--- src/rtl/cache_ctrl_2way.sv ---
// rtl/cache_ctrl_2way.sv - write-back, write-allocate LRU controller for a 2-way, 2-set cache
module cache_ctrl_2way #(
   parameter int WORD_W = 16,
   parameter int LINE_W = 64,
   parameter int TAG_W  = 13,
   parameter int ENT_W  = 15
) (
   input  logic              clk,
   input  logic              reset,
   input  logic              cpu_req,
   input  logic              cpu_we,
   input  logic [TAG_W+2:0]  cpu_addr,
   input  logic [WORD_W-1:0] cpu_wdata,
   output logic              cpu_ready,
   output logic [WORD_W-1:0] cpu_rdata,
   output logic              arr_index,
   output logic              arr_we,
   input  logic [ENT_W-1:0]  tag_read_way1,
   input  logic [ENT_W-1:0]  tag_read_way2,
   input  logic [LINE_W-1:0] data_read_way1,
   input  logic [LINE_W-1:0] data_read_way2,
   output logic [ENT_W-1:0]  tag_write_way1,
   output logic [ENT_W-1:0]  tag_write_way2,
   output logic [LINE_W-1:0] data_write_way1,
   output logic [LINE_W-1:0] data_write_way2,
   output logic              mem_req,
   output logic              mem_we,
   output logic [TAG_W:0]    mem_addr,
   output logic [LINE_W-1:0] mem_wdata,
   input  logic [LINE_W-1:0] mem_rdata,
   input  logic              mem_ack,
   output logic [15:0]       hit_count,
   output logic [15:0]       miss_count
);

   localparam logic [1:0] S_IDLE      = 2'd0;
   localparam logic [1:0] S_COMPARE   = 2'd1;
   localparam logic [1:0] S_WRITEBACK = 2'd2;
   localparam logic [1:0] S_ALLOCATE  = 2'd3;

   logic [1:0]        state_q, state_d;
   logic [TAG_W+2:0]  addr_q, addr_d;
   logic              we_q, we_d;
   logic [WORD_W-1:0] wdata_q, wdata_d;
   logic [1:0]        lru_q, lru_d;
   logic              victim_q, victim_d;
   logic              retry_q, retry_d;
   logic [15:0]       hit_q, hit_d, miss_q, miss_d;

   logic              req_idx;
   logic [TAG_W-1:0]  req_tag;
   logic [1:0]        req_word;
   logic              hit1, hit2;
   logic [LINE_W-1:0] hit_line, merged;
   logic              vic_sel, vic_dirty;
   logic [TAG_W-1:0]  vic_tag;
   logic [LINE_W-1:0] vic_line;

   function automatic logic [15:0] sat_inc(input logic [15:0] v);
      return (v == 16'hFFFF) ? v : v + 16'd1;
   endfunction

   assign req_idx  = addr_q[2];
   assign req_tag  = addr_q[TAG_W+2:3];
   assign req_word = addr_q[1:0];
   assign hit1     = tag_read_way1[ENT_W-1] && (tag_read_way1[TAG_W-1:0] == req_tag);
   assign hit2     = tag_read_way2[ENT_W-1] && (tag_read_way2[TAG_W-1:0] == req_tag);
   assign hit_line = hit1 ? data_read_way1 : data_read_way2;

   // Invalid ways are filled first; only a full set consults the LRU bit.
   assign vic_sel   = !tag_read_way1[ENT_W-1] ? 1'b0 :
                      (!tag_read_way2[ENT_W-1] ? 1'b1 : lru_q[req_idx]);
   assign vic_dirty = vic_sel ? (tag_read_way2[ENT_W-1] & tag_read_way2[ENT_W-2])
                              : (tag_read_way1[ENT_W-1] & tag_read_way1[ENT_W-2]);
   assign vic_tag   = victim_q ? tag_read_way2[TAG_W-1:0] : tag_read_way1[TAG_W-1:0];
   assign vic_line  = victim_q ? data_read_way2 : data_read_way1;

   assign hit_count  = hit_q;
   assign miss_count = miss_q;

   always_ff @(posedge clk or posedge reset) begin
      if (reset) begin
         state_q  <= S_IDLE;
         addr_q   <= '0;
         we_q     <= 1'b0;
         wdata_q  <= '0;
         lru_q    <= '0;
         victim_q <= 1'b0;
         retry_q  <= 1'b0;
         hit_q    <= '0;
         miss_q   <= '0;
      end else begin
         state_q  <= state_d;
         addr_q   <= addr_d;
         we_q     <= we_d;
         wdata_q  <= wdata_d;
         lru_q    <= lru_d;
         victim_q <= victim_d;
         retry_q  <= retry_d;
         hit_q    <= hit_d;
         miss_q   <= miss_d;
      end
   end

   always_comb begin
      state_d  = state_q;
      addr_d   = addr_q;
      we_d     = we_q;
      wdata_d  = wdata_q;
      lru_d    = lru_q;
      victim_d = victim_q;
      retry_d  = retry_q;
      hit_d    = hit_q;
      miss_d   = miss_q;

      cpu_ready       = 1'b0;
      cpu_rdata       = '0;
      arr_index       = (state_q == S_IDLE) ? cpu_addr[2] : req_idx;
      arr_we          = 1'b0;
      tag_write_way1  = tag_read_way1;
      tag_write_way2  = tag_read_way2;
      data_write_way1 = data_read_way1;
      data_write_way2 = data_read_way2;
      mem_req         = 1'b0;
      mem_we          = 1'b0;
      mem_addr        = '0;
      mem_wdata       = '0;

      merged = hit_line;
      merged[int'(req_word)*WORD_W +: WORD_W] = wdata_q;

      case (state_q)
         S_IDLE: begin
            if (cpu_req) begin
               addr_d  = cpu_addr;
               we_d    = cpu_we;
               wdata_d = cpu_wdata;
               retry_d = 1'b0;
               state_d = S_COMPARE;
            end
         end
         S_COMPARE: begin
            if (hit1 || hit2) begin
               cpu_ready = 1'b1;
               cpu_rdata = hit_line[int'(req_word)*WORD_W +: WORD_W];
               if (we_q) begin
                  arr_we = 1'b1;
                  if (hit1) begin
                     tag_write_way1  = {2'b11, req_tag};
                     data_write_way1 = merged;
                  end else begin
                     tag_write_way2  = {2'b11, req_tag};
                     data_write_way2 = merged;
                  end
               end
               lru_d[req_idx] = hit1;
               if (!retry_q) hit_d = sat_inc(hit_q);
               retry_d = 1'b0;
               state_d = S_IDLE;
            end else begin
               // The post-refill pass must not count twice.
               if (!retry_q) miss_d = sat_inc(miss_q);
               victim_d = vic_sel;
               state_d  = vic_dirty ? S_WRITEBACK : S_ALLOCATE;
            end
         end
         S_WRITEBACK: begin
            mem_req   = 1'b1;
            mem_we    = 1'b1;
            mem_addr  = {vic_tag, req_idx};
            mem_wdata = vic_line;
            if (mem_ack) state_d = S_ALLOCATE;
         end
         S_ALLOCATE: begin
            mem_req  = 1'b1;
            mem_addr = addr_q[TAG_W+2:2];
            if (mem_ack) begin
               arr_we = 1'b1;
               if (victim_q) begin
                  tag_write_way2  = {2'b10, req_tag};
                  data_write_way2 = mem_rdata;
               end else begin
                  tag_write_way1  = {2'b10, req_tag};
                  data_write_way1 = mem_rdata;
               end
               retry_d = 1'b1;
               state_d = S_COMPARE;
            end
         end
         default: state_d = S_IDLE;
      endcase
   end

endmodule

--- config.mk ---
export PLATFORM = sky130hd
export DESIGN_NAME = cache_ctrl_2way
export DESIGN_NICKNAME = d
export VERILOG_FILES = /design/src/rtl/cache_ctrl_2way.sv
export SDC_FILE = /design/constraint.sdc
export NUM_CORES = 1
export LEC_CHECK = 0
export ABC_AREA = 1
export ABC_CLOCK_PERIOD_IN_PS = 2480
export CORE_AREA = 5 5 211 213
export CTS_CLUSTER_DIAMETER = 60
export DETAILED_ROUTE_END_ITERATION = 10
export DIE_AREA = 0 0 216 218
export DONT_BUFFER_PORTS = 1
export HOLD_SLACK_MARGIN = 0.02
export RECOVER_POWER = 100
export SYNTH_ARGS = -nofsm -noshare
export SYNTH_HDL_FRONTEND = slang
export SYNTH_SLANG_ARGS = --single-unit
--- constraint.sdc ---
create_clock -name clk -period 2.48 [get_ports clk]
set_input_delay 0.248 -clock clk [delete_from_list [all_inputs] [get_ports clk]]
set_output_delay 0.248 -clock clk [all_outputs]
set_load 0.05 [all_outputs]
==> summary.json, run 1 <==
{
  "sta": {
    "finalSetupViolCount": 195,
    "max_clock_freq_mhz": 353,
    "drv_slew": 38,
    "final.setup.tns_ns": -44.35,
    "min_period_over_period": 1.14,
    "holdWs_ns": 0.0470,
    "rsz0062_at_grt": "true",
    "hold_viol_final": 0,
    "post-route-min-period_ns": 2.84,
    "timing.slew.headroom": -0.0460,
    "fin_ws_ns": -0.357,
    "final.setup_skew_ns": 0.00866,
    "worst_slew_pin_slew_ns": 1.57
  },
  "die": {
    "die_h_um": 218,
    "total_die_area_mm2": 0.0471,
    "io-pin-count": 548,
    "dieWidth_um": 216,
    "initial_standard_cell_utilization_of_the_core": 0.282,
    "fp-row-count": 76,
    "core_mm2": 0.0425
  },
  "clock_tree": {
    "tritoncts_num_sinks": 71,
    "root_buffer": "clkbuf_16",
    "clk_pin_slew_worst_paths_ns": 0.07,
    "tritoncts.num_buffers": 9,
    "cts_tree": "built",
    "cts_max_level": 3,
    "max-clock-path-buffers": 2,
    "clock_latency_ns": 0.35
  },
  "synthesis": {
    "synth_common_cells": "nand2_1, nand3_1, o21ai_0",
    "synthFlopType": "dfrtp_1",
    "netlist_top_cells_area": "nand2_1, nand3_1, dfrtp_1",
    "most_numerous_cell_in_the_yosys_netlist": "nand2_1",
    "synthDistinctLibCells": 42,
    "sequential_element_share_of_the_synthesized_area": 0.148,
    "yosys_warnings": 0,
    "synth_top_area_frac": 0.220,
    "synth_nets": 2558,
    "syn-cell-area_mm2": 0.0120,
    "yosysTopAreaCell": "nand2_1",
    "async_set_or_reset_register_ratio_after_synthesis": 1.00,
    "synthesis.area_per_instance_um2": 5.23,
    "synth-seq-cells": 71,
    "synthesis.instances": 2288,
    "synth_enable_flop_cells": 0
  },
  "min_path": {
    "min_delay_worst_endpoint": "wdata_q[9]$_DFFE_PP0P_",
    "hold_path.startpoint": "cpu_wdata[9]",
    "hold-path-cell-count": 1,
    "worstHoldPathType": "input pin to flop"
  },
  "run": {
    "cap_viol_max_count": 1
  },
  "place": {
    "place_hpwl_mm": 59.2,
    "globalplace.congestion": 0.968,
    "port_buffers": 0
  },
  "global_route": {
    "grt_pass1_wl_mm": 109,
    "initial_antenna_violation_count": 15,
    "track_usage": 0.304,
    "first_global_vias": 16500,
    "gr-total-overflow": 0,
    "grt_start_max_net_pins": 89
  },
  "run_status": {
    "run_status": "finished, violations left",
    "violations": "max-capacitance violations, max-slew violations, negative setup slack"
  },
  "detailed_routing": {
    "drt_first_pass_iters": 6,
    "detailroute.via_count": 17800,
    "remaining_routing_drc_violations": 0,
    "antenna_violation_net_count_after_detailed_routing": 0,
    "vias_per_cell": 5.62,
    "wl_per_cell_um": 24.7,
    "initialDrtViolationCount": 1957,
    "finalWirelength_mm": 78.0
  },
  "final_layout": {
    "filler_cell_count": 4192,
    "synthToLayoutAreaGrowth_pct": 68.1,
    "final-seq-area_mm2": 0.00178,
    "final_core_utilization": 0.474,
    "fin_nets": 2872,
    "final_layout_size_suffix_gt1_frac": 0.351,
    "area_of_the_multi_input_gates_mm2": 0.0106
  },
  "critical_path": {
    "r2r_cells": 13,
    "start_kind": "flop",
    "timing.rr.end": "miss_count[13]$_DFFE_PP0P_",
    "worst_setup_path_class": "flop to primary output",
    "critPathMaxFanout": 8,
    "cp_data_required_time_ns": 2.23,
    "cp-end-kind": "primary output",
    "worst-endpoint-arrival_ns": 2.59,
    "reg2reg_slack_ns": -0.07,
    "beginning_of_the_worst_register_to_register_path": "addr_q[12]$_DFFE_PP0P_"
  },
  "pwr": {
    "leakagePower_uw": 0.00974,
    "power-per-cell-area_mw_per_mm2": 1350,
    "largest_voltage_drop_on_the_vdd_net_mv": 1.11,
    "fin_total_pwr_uw": 27100
  }
}
## worst max-delay path, cell delays in order, from the launching register on
cell	delay, ns
dfrtp_1	0.41
nand2_2	0.11
nand2_1	0.06
nor2_1	0.14
nand2_1	0.11
nor2_4	0.13
nand2_4	0.10
buf_6	0.14
nor3_4	0.23
buf_6	0.16
buf_12	0.14
clkbuf_16	0.17
nand2_1	0.08
nand3_2	0.09
buf_8	0.15
## cell type report
cell class / instances / share of cell area
multi-input cells: 1819 / 0.528
repair buffers: 450 / 0.284
flip-flops and latches: 71 / 0.0885
inverters: 251 / 0.0478
well taps: 546 / 0.0339
clock buffers: 10 / 0.0119
clock inverters: 5 / 0.00528
diodes: 9 / 0.00112
## state kept, by name, indices dropped and copies added (netlist names), 2 cells and up
name / cells
lru_q: 2
wdata_q: 16
state_q: 2
addr_q: 16
hit_count: 16
miss_count: 16
## routing by layer
metal	GRT usage	vias up	wire length, um
li1	-	8085	-
met1	0.369	8245	28900
met2	0.510	1164	36300
met3	0.0877	262	8700
met4	0.116	10	3990
met5	0	-	69
## cell usage in the layout, fill, tap and decap left out, drive strengths merged, types with 18 or more instances in the layout
master	count
xnor2	18
nand3	407
o21ai	295
clkbuf	81
nand2	745
a21oi	126
nor2	148
buf	378
dfrtp	71
inv	247
## power breakdown
group          switching, uW  internal, uW
registers                414          1490
logic                  15200          8440
clock network            546          1010
## what timing repair did
item,4_1_cts,5_1_grt
gates cloned,10,7
setup buffers,18,9
hold buffers,1,0
endpoints found under the setup margin,186,202
endpoints found under the hold margin,34,0
pin swaps,37,51
resized for setup,341,241
## cells by family (layout without fill, tap and decap cells)
family	Yosys count	after routing	synth area share
AOI/OAI and AO/OA	431	431	0.183
and+or+nand+nor	1333	1333	0.480
other	0	9	0
xor gates and xnor gates	31	31	0.0227
buffers and inverters	398	716	0.142
DFF	71	71	0.148
adders and majority gates	11	11	0.0115
muxes	13	13	0.0122
## how the worst max path moves through the flow
stage                                start                  end  slack [ns]  depth (start not counted)
floorplan           addr_q[12]$_DFFE_PP0P_    tag_write_way1[0]       -0.06                         10
global placement     addr_q[8]$_DFFE_PP0P_         cpu_rdata[2]       -0.09                         12
detailed placement  addr_q[13]$_DFFE_PP0P_         cpu_rdata[2]       -0.12                         13
CTS                  addr_q[8]$_DFFE_PP0P_  data_write_way1[22]       -0.32                         14
global route         addr_q[6]$_DFFE_PP0P_  data_write_way1[24]       -0.46                         15
finish               addr_q[8]$_DFFE_PP0P_  data_write_way1[24]       -0.36                         14
## metrics by stage
stage                     area [um2]  cells  setup WS, ns
after global placement         17000   3095       -0.0885
after CTS                      19100   3139        -0.322
after global routing           20100   3155        -0.461
final                          20100   3161        -0.357
after detailed placement       17000   3095        -0.118
after floorplan                12400   2288       -0.0571
Power figures use the tool's default switching activity.
==> run 2: changes to the inputs <==
--- a/config.mk
+++ b/config.mk
@@ -8,6 +8,7 @@
 export ABC_AREA = 1
 export ABC_CLOCK_PERIOD_IN_PS = 2480
 export CORE_AREA = 5 5 211 213
+export CTS_BUF_LIST = sky130_fd_sc_hd__clkbuf_8
 export CTS_CLUSTER_DIAMETER = 60
 export DETAILED_ROUTE_END_ITERATION = 10
 export DIE_AREA = 0 0 216 218
==> run 2 against run 1 <==
Effect of this change: the run still ends with max-capacitance violations, max-slew violations, negative setup slack left; total power fell by 0.56%; count of clock-buffer cells in the layout did not move; die area did not move; sequential share of layout area fell by 0.30 points; fmax fell by 0.49%; via count rose by 2.0%; non-clock buffer count rose by 41; design area rose by 3.3%; cell count rose by 1.2%; first-iteration DRC count fell by 1.2%; critical endpoint is now cpu_rdata[2]; largest power group unchanged.
==> summary.json, run 2 (synthesized netlist as in run 1, its figures left out) <==
{
  "place": {
    "pre_cts_slack": {"value": -0.118, "unit": "ns", "change": "unchanged"},
    "port_buffers": {"value": 0, "change": "unchanged"},
    "place_hpwl": {"value": 59.2, "unit": "mm", "change": "unchanged"},
    "globalplace.congestion": {"value": 0.968, "change": "unchanged"}
  },
  "sta": {
    "post-route-min-period": {"value": 2.85, "unit": "ns", "change": "was 2.84 ns"},
    "worst_slew_pin_slew": {"value": 1.82, "unit": "ns", "change": "was 1.57 ns"},
    "timing.slew.headroom": {"value": -0.222, "change": "was -0.0460"},
    "holdWs": {"value": 0.0322, "unit": "ns", "change": "was 0.0470 ns"},
    "finalSetupViolCount": {"value": 175, "change": "was 195"},
    "rsz0062_at_grt": {"value": "true", "change": "unchanged"},
    "final.setup_skew": {"value": 0.0151, "unit": "ns", "change": "was 0.00866 ns"},
    "min_period_over_period": {"value": 1.15, "change": "was 1.14"},
    "hold_viol_final": {"value": 0, "change": "unchanged"},
    "drv_slew": {"value": 38, "change": "unchanged"},
    "fin_ws": {"value": -0.371, "unit": "ns", "change": "was -0.357 ns"},
    "max_clock_freq": {"value": 351, "unit": "MHz", "change": "was 353 MHz"}
  },
  "global_route": {
    "first_global_vias": {"value": 16500, "change": "about the same"},
    "gr-total-overflow": {"value": 0, "change": "unchanged"},
    "grt_start_max_net_pins": {"value": 89, "change": "unchanged"},
    "grt_pass1_wl": {"value": 108, "unit": "mm", "change": "was 109 mm"},
    "initial_antenna_violation_count": {"value": 7, "change": "was 15"},
    "track_usage": {"value": 0.301, "change": "was 0.304"}
  },
  "clock_tree": {
    "tritoncts.num_buffers": {"value": 9, "change": "unchanged"},
    "clk_pin_slew_worst_paths": {"value": 0.09, "unit": "ns", "change": "was 0.07 ns"},
    "root_buffer": {"value": "clkbuf_8", "change": "was clkbuf_16"},
    "cts_tree": {"value": "built", "change": "unchanged"},
    "tritoncts_num_sinks": {"value": 71, "change": "unchanged"},
    "max-clock-path-buffers": {"value": 2, "change": "unchanged"},
    "cts_max_level": {"value": 3, "change": "unchanged"},
    "clock_latency": {"value": 0.38, "unit": "ns", "change": "was 0.35 ns"}
  },
  "detailed_routing": {
    "remaining_routing_drc_violations": {"value": 0, "change": "unchanged"},
    "drt_first_pass_iters": {"value": 6, "change": "unchanged"},
    "initialDrtViolationCount": {"value": 1934, "change": "was 1957"},
    "antenna_violation_net_count_after_detailed_routing": {"value": 0, "change": "unchanged"},
    "wl_per_cell": {"value": 25.4, "unit": "um", "change": "was 24.7 um"},
    "met1Wirelength": {"value": 30.7, "unit": "mm", "change": "was 28.9 mm"},
    "highest_layer": {"value": "met5", "change": "unchanged"},
    "vias_per_cell": {"value": 5.67, "change": "was 5.62"},
    "routed-wl-met3": {"value": 8.47, "unit": "mm", "change": "was 8.70 mm"},
    "dr_wl_met2": {"value": 38.0, "unit": "mm", "change": "was 36.3 mm"},
    "finalWirelength": {"value": 81.1, "unit": "mm", "change": "was 78.0 mm"},
    "detailroute.via_count": {"value": 18100, "change": "was 17800"}
  },
  "run_status": {
    "violations": {"value": "max-capacitance violations, max-slew violations, negative setup slack", "change": "unchanged"},
    "run_status": {"value": "finished, violations left", "change": "unchanged"}
  },
  "die": {
    "total_die_area": {"value": 0.0471, "unit": "mm2", "change": "unchanged"},
    "dieWidth": {"value": 216, "unit": "um", "change": "unchanged"},
    "initial_standard_cell_utilization_of_the_core": {"value": 0.282, "change": "unchanged"},
    "io-pin-count": {"value": 548, "change": "unchanged"},
    "die_h": {"value": 218, "unit": "um", "change": "unchanged"},
    "fp-row-count": {"value": 76, "change": "unchanged"},
    "core": {"value": 0.0425, "unit": "mm2", "change": "unchanged"}
  },
  "run": {
    "cap_viol_max_count": {"value": 1, "change": "unchanged"}
  },
  "final_layout": {
    "final_layout_size_suffix_gt1_frac": {"value": 0.380, "change": "was 0.351"},
    "most-common-layout-cells": {"value": "nand2_1, inv_1, o21ai_0, nand3_1, nand2_2", "change": "was nand2_1, nand3_1, o21ai_0, inv_1, buf_4"},
    "fin_nets": {"value": 2913, "change": "was 2872"},
    "final_core_utilization": {"value": 0.489, "change": "was 0.474"},
    "commonest_non_fill_non_tap_cell_in_the_layout": {"value": "nand2_1", "change": "unchanged"},
    "synthToLayoutAreaGrowth": {"value": 73.7, "unit": "%", "change": "was 68.1%"}
  },
  "critical_path": {
    "r2r_cells": {"value": 5, "change": "was 13"},
    "worst-endpoint-arrival": {"value": 2.60, "unit": "ns", "change": "was 2.59 ns"},
    "critical_path_end": {"value": "cpu_rdata[2]", "change": "was data_write_way1[24]"},
    "cp_data_required_time": {"value": 2.23, "unit": "ns", "change": "about the same"},
    "reg2reg_slack": {"value": 0.05, "unit": "ns", "change": "was -0.07 ns"},
    "timing.rr.end": {"value": "wdata_q[7]$_DFFE_PP0P_", "change": "was miss_count[13]$_DFFE_PP0P_"},
    "beginning_of_the_worst_register_to_register_path": {"value": "state_q[0]$_DFFE_PP0P_", "change": "was addr_q[12]$_DFFE_PP0P_"},
    "worst_setup_path_class": {"value": "flop to primary output", "change": "unchanged"},
    "cp-end-kind": {"value": "primary output", "change": "unchanged"},
    "start_kind": {"value": "flop", "change": "unchanged"},
    "critPathMaxFanout": {"value": 8, "change": "unchanged"},
    "crit_path_start": {"value": "addr_q[6]$_DFFE_PP0P_", "change": "was addr_q[8]$_DFFE_PP0P_"}
  },
  "pwr": {
    "largest_voltage_drop_on_the_vdd_net": {"value": 1.07, "unit": "mV", "change": "was 1.11 mV"},
    "leakagePower": {"value": 0.00990, "unit": "uW", "change": "was 0.00974 uW"},
    "power-per-cell-area": {"value": 1300, "unit": "mW/mm2", "change": "was 1350 mW/mm2"}
  },
  "min_path": {
    "worstHoldPathType": {"value": "input pin to flop", "change": "unchanged"},
    "hold-path-cell-count": {"value": 2, "change": "was 1"}
  }
}
## run 2: changes by cell type in the layout (fill, tap and decap cells not counted), moves of 9 or more
cell           change
clkbuf_8           +9
nand2_1           -26
nand3_1           -46
buf_4              -9
clkbuf_2          +14
o21ai_0           -22
o21ai_1           +26
nand2_4           -14
dlygate4sd3_1     +19
buf_6             +16
nand2_2           +38
nand3_2           +40
## run 2: area by class of cell
class	count	area (um2)
fillers	4136	21700
multi-input cells	1819	10900
repair buffers	491	6160
flip-flops and latches	71	1780
inverters	251	970
well taps	546	683
clock buffers	10	138
clock inverters	5	106
diodes	6	15.0
## run 2: worst min path at each step
stage                 start                    endpoint  slack [ns]
5_1_grt        cpu_addr[14]      addr_q[14]$_DFFE_PP0P_        0.03
3_3_place_gp          reset  miss_count[15]$_DFFE_PP0P_        0.27
6_report       cpu_addr[12]      addr_q[12]$_DFFE_PP0P_        0.03
4_1_cts        cpu_addr[11]      addr_q[11]$_DFFE_PP0P_        0.02
3_5_place_dp          reset   hit_count[15]$_DFFE_PP0P_        0.26
2_1_floorplan  cpu_wdata[0]      wdata_q[0]$_DFFE_PP0P_        0.40
## run 2: per-stage QoR
| stage | instances | power (uW) | setup TNS [ns] | cell area (um2) |
|---|---|---|---|---|
| floorplan | 2288 | 13700 | -0.171 | 12400 |
| global placement | 3095 | 22000 | -0.0983 | 17000 |
| detailed placement | 3095 | 22100 | -0.684 | 17000 |
| CTS | 3161 | 25200 | -54.08 | 19000 |
| global route | 3199 | 27900 | -76.37 | 20800 |
| finish | 3199 | 26900 | -49.70 | 20800 |
## run 2: where the power goes
group	total, uW	switching, uW	internal (uW)	leakage, uW
clock network	1200	506	692	0.000119
registers	1900	419	1480	0.000880
logic	23800	15400	8440	0.00890
## run 2: timing repair
action | 4_1_cts | 5_1_grt
resized for setup | 298 | 379
endpoints found under the hold margin | 53 | 0
pin swaps | 43 | 96
hold buffers | 20 | 0
endpoints found under the setup margin | 187 | 205
setup buffers | 22 | 19
gates cloned | 9 | 17
## run 2: layer usage
metal | track usage | vias to the layer above
met2 | 0.513 | 1260
met4 | 0.107 | 2
met5 | 0 | -
met3 | 0.0740 | 230
li1 | - | 8174
met1 | 0.371 | 8460
## run 2: critical path, stage by stage (launching register included)
cell	delay [ns]
dfrtp_1	0.41
inv_2	0.07
nand2_2	0.07
nand2_2	0.07
nor2_1	0.09
nand2_1	0.10
nor2_4	0.17
nand2_4	0.10
buf_12	0.17
buf_16	0.16
buf_12	0.16
nand2_4	0.06
nand3_2	0.06
nand3_2	0.12
nand2_1	0.08
nor2_1	0.15
buf_6	0.19
==> run 3: changes to the inputs <==
--- a/config.mk
+++ b/config.mk
@@ -7,13 +7,16 @@
 export LEC_CHECK = 0
 export ABC_AREA = 1
 export ABC_CLOCK_PERIOD_IN_PS = 2480
-export CORE_AREA = 5 5 211 213
+export CELL_PAD_IN_SITES_DETAIL_PLACEMENT = 0
+export CELL_PAD_IN_SITES_GLOBAL_PLACEMENT = 1
+export CORE_AREA = 5 5 212 214
 export CTS_BUF_LIST = sky130_fd_sc_hd__clkbuf_8
 export CTS_CLUSTER_DIAMETER = 60
 export DETAILED_ROUTE_END_ITERATION = 10
-export DIE_AREA = 0 0 216 218
+export DIE_AREA = 0 0 217 219
 export DONT_BUFFER_PORTS = 1
 export HOLD_SLACK_MARGIN = 0.02
+export PLACE_DENSITY_LB_ADDON = 0.1
 export RECOVER_POWER = 100
 export SYNTH_ARGS = -nofsm -noshare
 export SYNTH_HDL_FRONTEND = slang
==> run 3 against run 2 <==
Effect of this change: the run ends with negative setup slack left; wire length grew 0.24%; fmax grew 0.13%; core utilization grew 1.2 points; setup slack gained 0.0038 ns; highest routed layer unchanged.
==> summary.json, run 3 (synthesized netlist as in run 1, its figures left out) <==
{
  "final_layout": {
    "commonest_non_fill_non_tap_cell_in_the_layout": {"value": "nand2_1", "change": "unchanged"},
    "most-common-layout-cells": {"value": "nand2_1, o21ai_0, inv_1, nand3_1, buf_12", "change": "was nand2_1, inv_1, o21ai_0, nand3_1, nand2_2"},
    "fin_nets": {"value": 2920, "change": "was 2913"},
    "synthToLayoutAreaGrowth": {"value": 78.7, "unit": "%", "change": "was 73.7%"},
    "filler_cell_count": {"value": 4355, "change": "was 4136"},
    "final_layout_size_suffix_gt1_frac": {"value": 0.395, "change": "was 0.380"}
  },
  "die": {
    "core": {"value": 0.0427, "unit": "mm2", "change": "was 0.0425 mm2"},
    "total_die_area": {"value": 0.0475, "unit": "mm2", "change": "was 0.0471 mm2"},
    "fp-row-count": {"value": 76, "change": "unchanged"},
    "initial_standard_cell_utilization_of_the_core": {"value": 0.280, "change": "was 0.282"},
    "io-pin-count": {"value": 548, "change": "unchanged"},
    "dieWidth": {"value": 217, "unit": "um", "change": "was 216 um"},
    "die_h": {"value": 219, "unit": "um", "change": "was 218 um"}
  },
  "sta": {
    "max_clock_freq": {"value": 351, "unit": "MHz", "change": "about the same"},
    "timing.slew.headroom": {"value": 0.0187, "change": "was -0.222"},
    "final.setup_skew": {"value": 0.0131, "unit": "ns", "change": "was 0.0151 ns"},
    "holdWs": {"value": 0.0363, "unit": "ns", "change": "was 0.0322 ns"},
    "min_period_over_period": {"value": 1.15, "change": "about the same"},
    "worst_slew_pin_slew": {"value": 1.46, "unit": "ns", "change": "was 1.82 ns"},
    "hold_viol_final": {"value": 0, "change": "unchanged"},
    "finalSetupViolCount": {"value": 211, "change": "was 175"},
    "drv_slew": {"value": 0, "change": "was 38"},
    "post-route-min-period": {"value": 2.85, "unit": "ns", "change": "about the same"},
    "rsz0062_at_grt": {"value": "true", "change": "unchanged"},
    "fin_ws": {"value": -0.367, "unit": "ns", "change": "was -0.371 ns"}
  },
  "pwr": {
    "sequentialPowerShare": {"value": 0.074, "change": "was 0.071"},
    "clock_power_share": {"value": 0.037, "change": "was 0.044"},
    "p_sw_frac": {"value": 0.602, "change": "was 0.606"},
    "fin_total_pwr": {"value": 26500, "unit": "uW", "change": "was 26900 uW"},
    "largest_voltage_drop_on_the_vdd_net": {"value": 0.827, "unit": "mV", "change": "was 1.07 mV"},
    "leakagePower": {"value": 0.0101, "unit": "uW", "change": "was 0.00990 uW"},
    "power-per-cell-area": {"value": 1240, "unit": "mW/mm2", "change": "was 1300 mW/mm2"},
    "power_frac_comb": {"value": 0.889, "change": "was 0.885"},
    "total_switching_power": {"value": 15900, "unit": "uW", "change": "was 16300 uW"},
    "power.internal": {"value": 10500, "unit": "uW", "change": "was 10600 uW"}
  },
  "detailed_routing": {
    "remaining_routing_drc_violations": {"value": 0, "change": "unchanged"},
    "initialDrtViolationCount": {"value": 1490, "change": "was 1934"},
    "detailroute.via_count": {"value": 17800, "change": "was 18100"},
    "finalWirelength": {"value": 81.3, "unit": "mm", "change": "was 81.1 mm"},
    "wl_per_cell": {"value": 25.4, "unit": "um", "change": "about the same"},
    "vias_per_cell": {"value": 5.54, "change": "was 5.67"},
    "drt_first_pass_iters": {"value": 6, "change": "unchanged"},
    "antenna_violation_net_count_after_detailed_routing": {"value": 0, "change": "unchanged"}
  },
  "critical_path": {
    "crit_path_start": {"value": "addr_q[13]$_DFFE_PP0P_", "change": "was addr_q[6]$_DFFE_PP0P_"},
    "cp_data_required_time": {"value": 2.23, "unit": "ns", "change": "about the same"},
    "cp-end-kind": {"value": "primary output", "change": "unchanged"},
    "worst-endpoint-arrival": {"value": 2.60, "unit": "ns", "change": "about the same"},
    "critPathMaxFanout": {"value": 53, "change": "was 8"},
    "beginning_of_the_worst_register_to_register_path": {"value": "miss_count[0]$_DFFE_PP0P_", "change": "was state_q[0]$_DFFE_PP0P_"},
    "start_kind": {"value": "flop", "change": "unchanged"},
    "worst_setup_path_class": {"value": "flop to primary output", "change": "unchanged"}
  },
  "run_status": {
    "violations": {"value": "negative setup slack", "change": "was max-capacitance violations, max-slew violations, negative setup slack"},
    "run_status": {"value": "finished, violations left", "change": "unchanged"}
  },
  "clock_tree": {
    "tritoncts_num_sinks": {"value": 71, "change": "unchanged"},
    "tritoncts.num_buffers": {"value": 9, "change": "unchanged"},
    "cts_tree": {"value": "built", "change": "unchanged"},
    "cts_max_level": {"value": 3, "change": "unchanged"},
    "clk_pin_slew_worst_paths": {"value": 0.09, "unit": "ns", "change": "about the same"},
    "clock_latency": {"value": 0.38, "unit": "ns", "change": "about the same"},
    "root_buffer": {"value": "clkbuf_8", "change": "unchanged"},
    "max-clock-path-buffers": {"value": 2, "change": "unchanged"}
  },
  "place": {
    "globalplace.congestion": {"value": 0.926, "change": "was 0.968"},
    "port_buffers": {"value": 0, "change": "unchanged"},
    "place_hpwl": {"value": 61.0, "unit": "mm", "change": "was 59.2 mm"}
  },
  "global_route": {
    "initial_antenna_violation_count": {"value": 6, "change": "was 7"},
    "grt_pass1_wl": {"value": 116, "unit": "mm", "change": "was 108 mm"},
    "gr-total-overflow": {"value": 0, "change": "unchanged"},
    "grt_start_max_net_pins": {"value": 65, "change": "was 89"},
    "first_global_vias": {"value": 17100, "change": "was 16500"},
    "track_usage": {"value": 0.317, "change": "was 0.301"}
  },
  "run": {
    "cap_viol_max_count": {"value": 0, "change": "was 1"}
  },
  "min_path": {
    "hold_path.startpoint": {"value": "cpu_wdata[13]", "change": "was cpu_addr[12]"},
    "worstHoldPathType": {"value": "input pin to flop", "change": "unchanged"}
  }
}
==> run 3: cell count changes in the layout (fill, tap and decap cells not counted), sizes merged <==
cell,before,now
clkbuf,98,75
clkinvlp,3,4
nand2,745,746
bufinv,4,1
inv,245,247
diode,6,5
clkinv,4,6
dlygate4sd3,20,29
buf,382,399
bufbuf,1,3
==> run 3: path summary, 6_finish.rpt <==
| path | endpoint | slack, ns | cells after the start |
|---|---|---|---|
| max | data_write_way1[57] | -0.37 | 14 |
| min | wdata_q[13]$_DFFE_PP0P_ | 0.04 | 2 |
| max reg2reg | miss_count[15]$_DFFE_PP0P_ | -0.01 | 6 |
| min reg2reg | lru_q[0]$_DFFE_PP0P_ | 0.51 | 2 |
| max in group asynchronous | victim_q$_DFFE_PP0P_ | 0.32 | 3 |
| min in group asynchronous | wdata_q[10]$_DFFE_PP0P_ | 0.66 | 2 |
==> run 3: power groups by stage <==
stage	logic (uW)	registers, uW	clock network [uW]
3_5_place_dp	21100	1940	0
6_report	23500	1960	991
5_1_grt	24500	2000	1070
2_1_floorplan	11800	1890	0
4_1_cts	22600	1940	1020
3_3_place_gp	21000	1930	0
==> run 3: area by class of cell <==
cell class | count | area, um2 | share of cell area
inverter | 251 | 955 | 0.0446
sequential | 71 | 1790 | 0.0835
timing repair buffer | 497 | 6640 | 0.311
antenna | 5 | 12.5 | 0.000585
multi-input combinational | 1820 | 11100 | 0.520
tap | 546 | 683 | 0.0319
clock inverter | 7 | 66.3 | 0.00310
clock buffer | 9 | 124 | 0.00579
==> run 3: worst max-delay path, stage by stage, from the launching register on <==
cell	delay [ns]
dfrtp_1	0.40
inv_2	0.06
nand2_1	0.06
nand2_1	0.10
nor2_4	0.12
nand2_2	0.07
nor2_4	0.13
buf_12	0.14
nand2_8	0.11
o21ai_4	0.19
nand3_4	0.10
buf_12	0.18
nand2_1	0.16
nand3_2	0.11
buf_12	0.16
==> run 3: through the flow <==
step	util	area, um2	instances	setup WS, ns	setup TNS, ns
final	0.501	21400	3206	-0.367	-56.73
after CTS	0.476	20300	3189	-0.376	-52.37
after floorplan	-	12400	2288	-0.0571	-0.171
after detailed placement	0.412	17600	3084	-0.0595	-0.534
after global routing	0.501	21400	3204	-0.485	-87.51
after global placement	0.412	17600	3084	-0.0711	-0.565
==> run 3: metal layers <==
metal | GRT usage | wire length (um) | up-vias
li1 | - | - | 8182
met1 | 0.396 | 32400 | 8570
met2 | 0.554 | 39300 | 842
met3 | 0.0661 | 6630 | 167
met4 | 0.0921 | 2880 | 6
met5 | 0 | 36 | -
==> run 3: repair_timing <==
action                                  in CTS  in global routing
hold buffers                                29                  0
endpoints found under the setup margin     175                194
pin swaps                                   96                 73
hold endpoints to repair                    50                  0
buffers inserted                            43                 14
gates cloned                                18                  3
resized for setup                          360                263
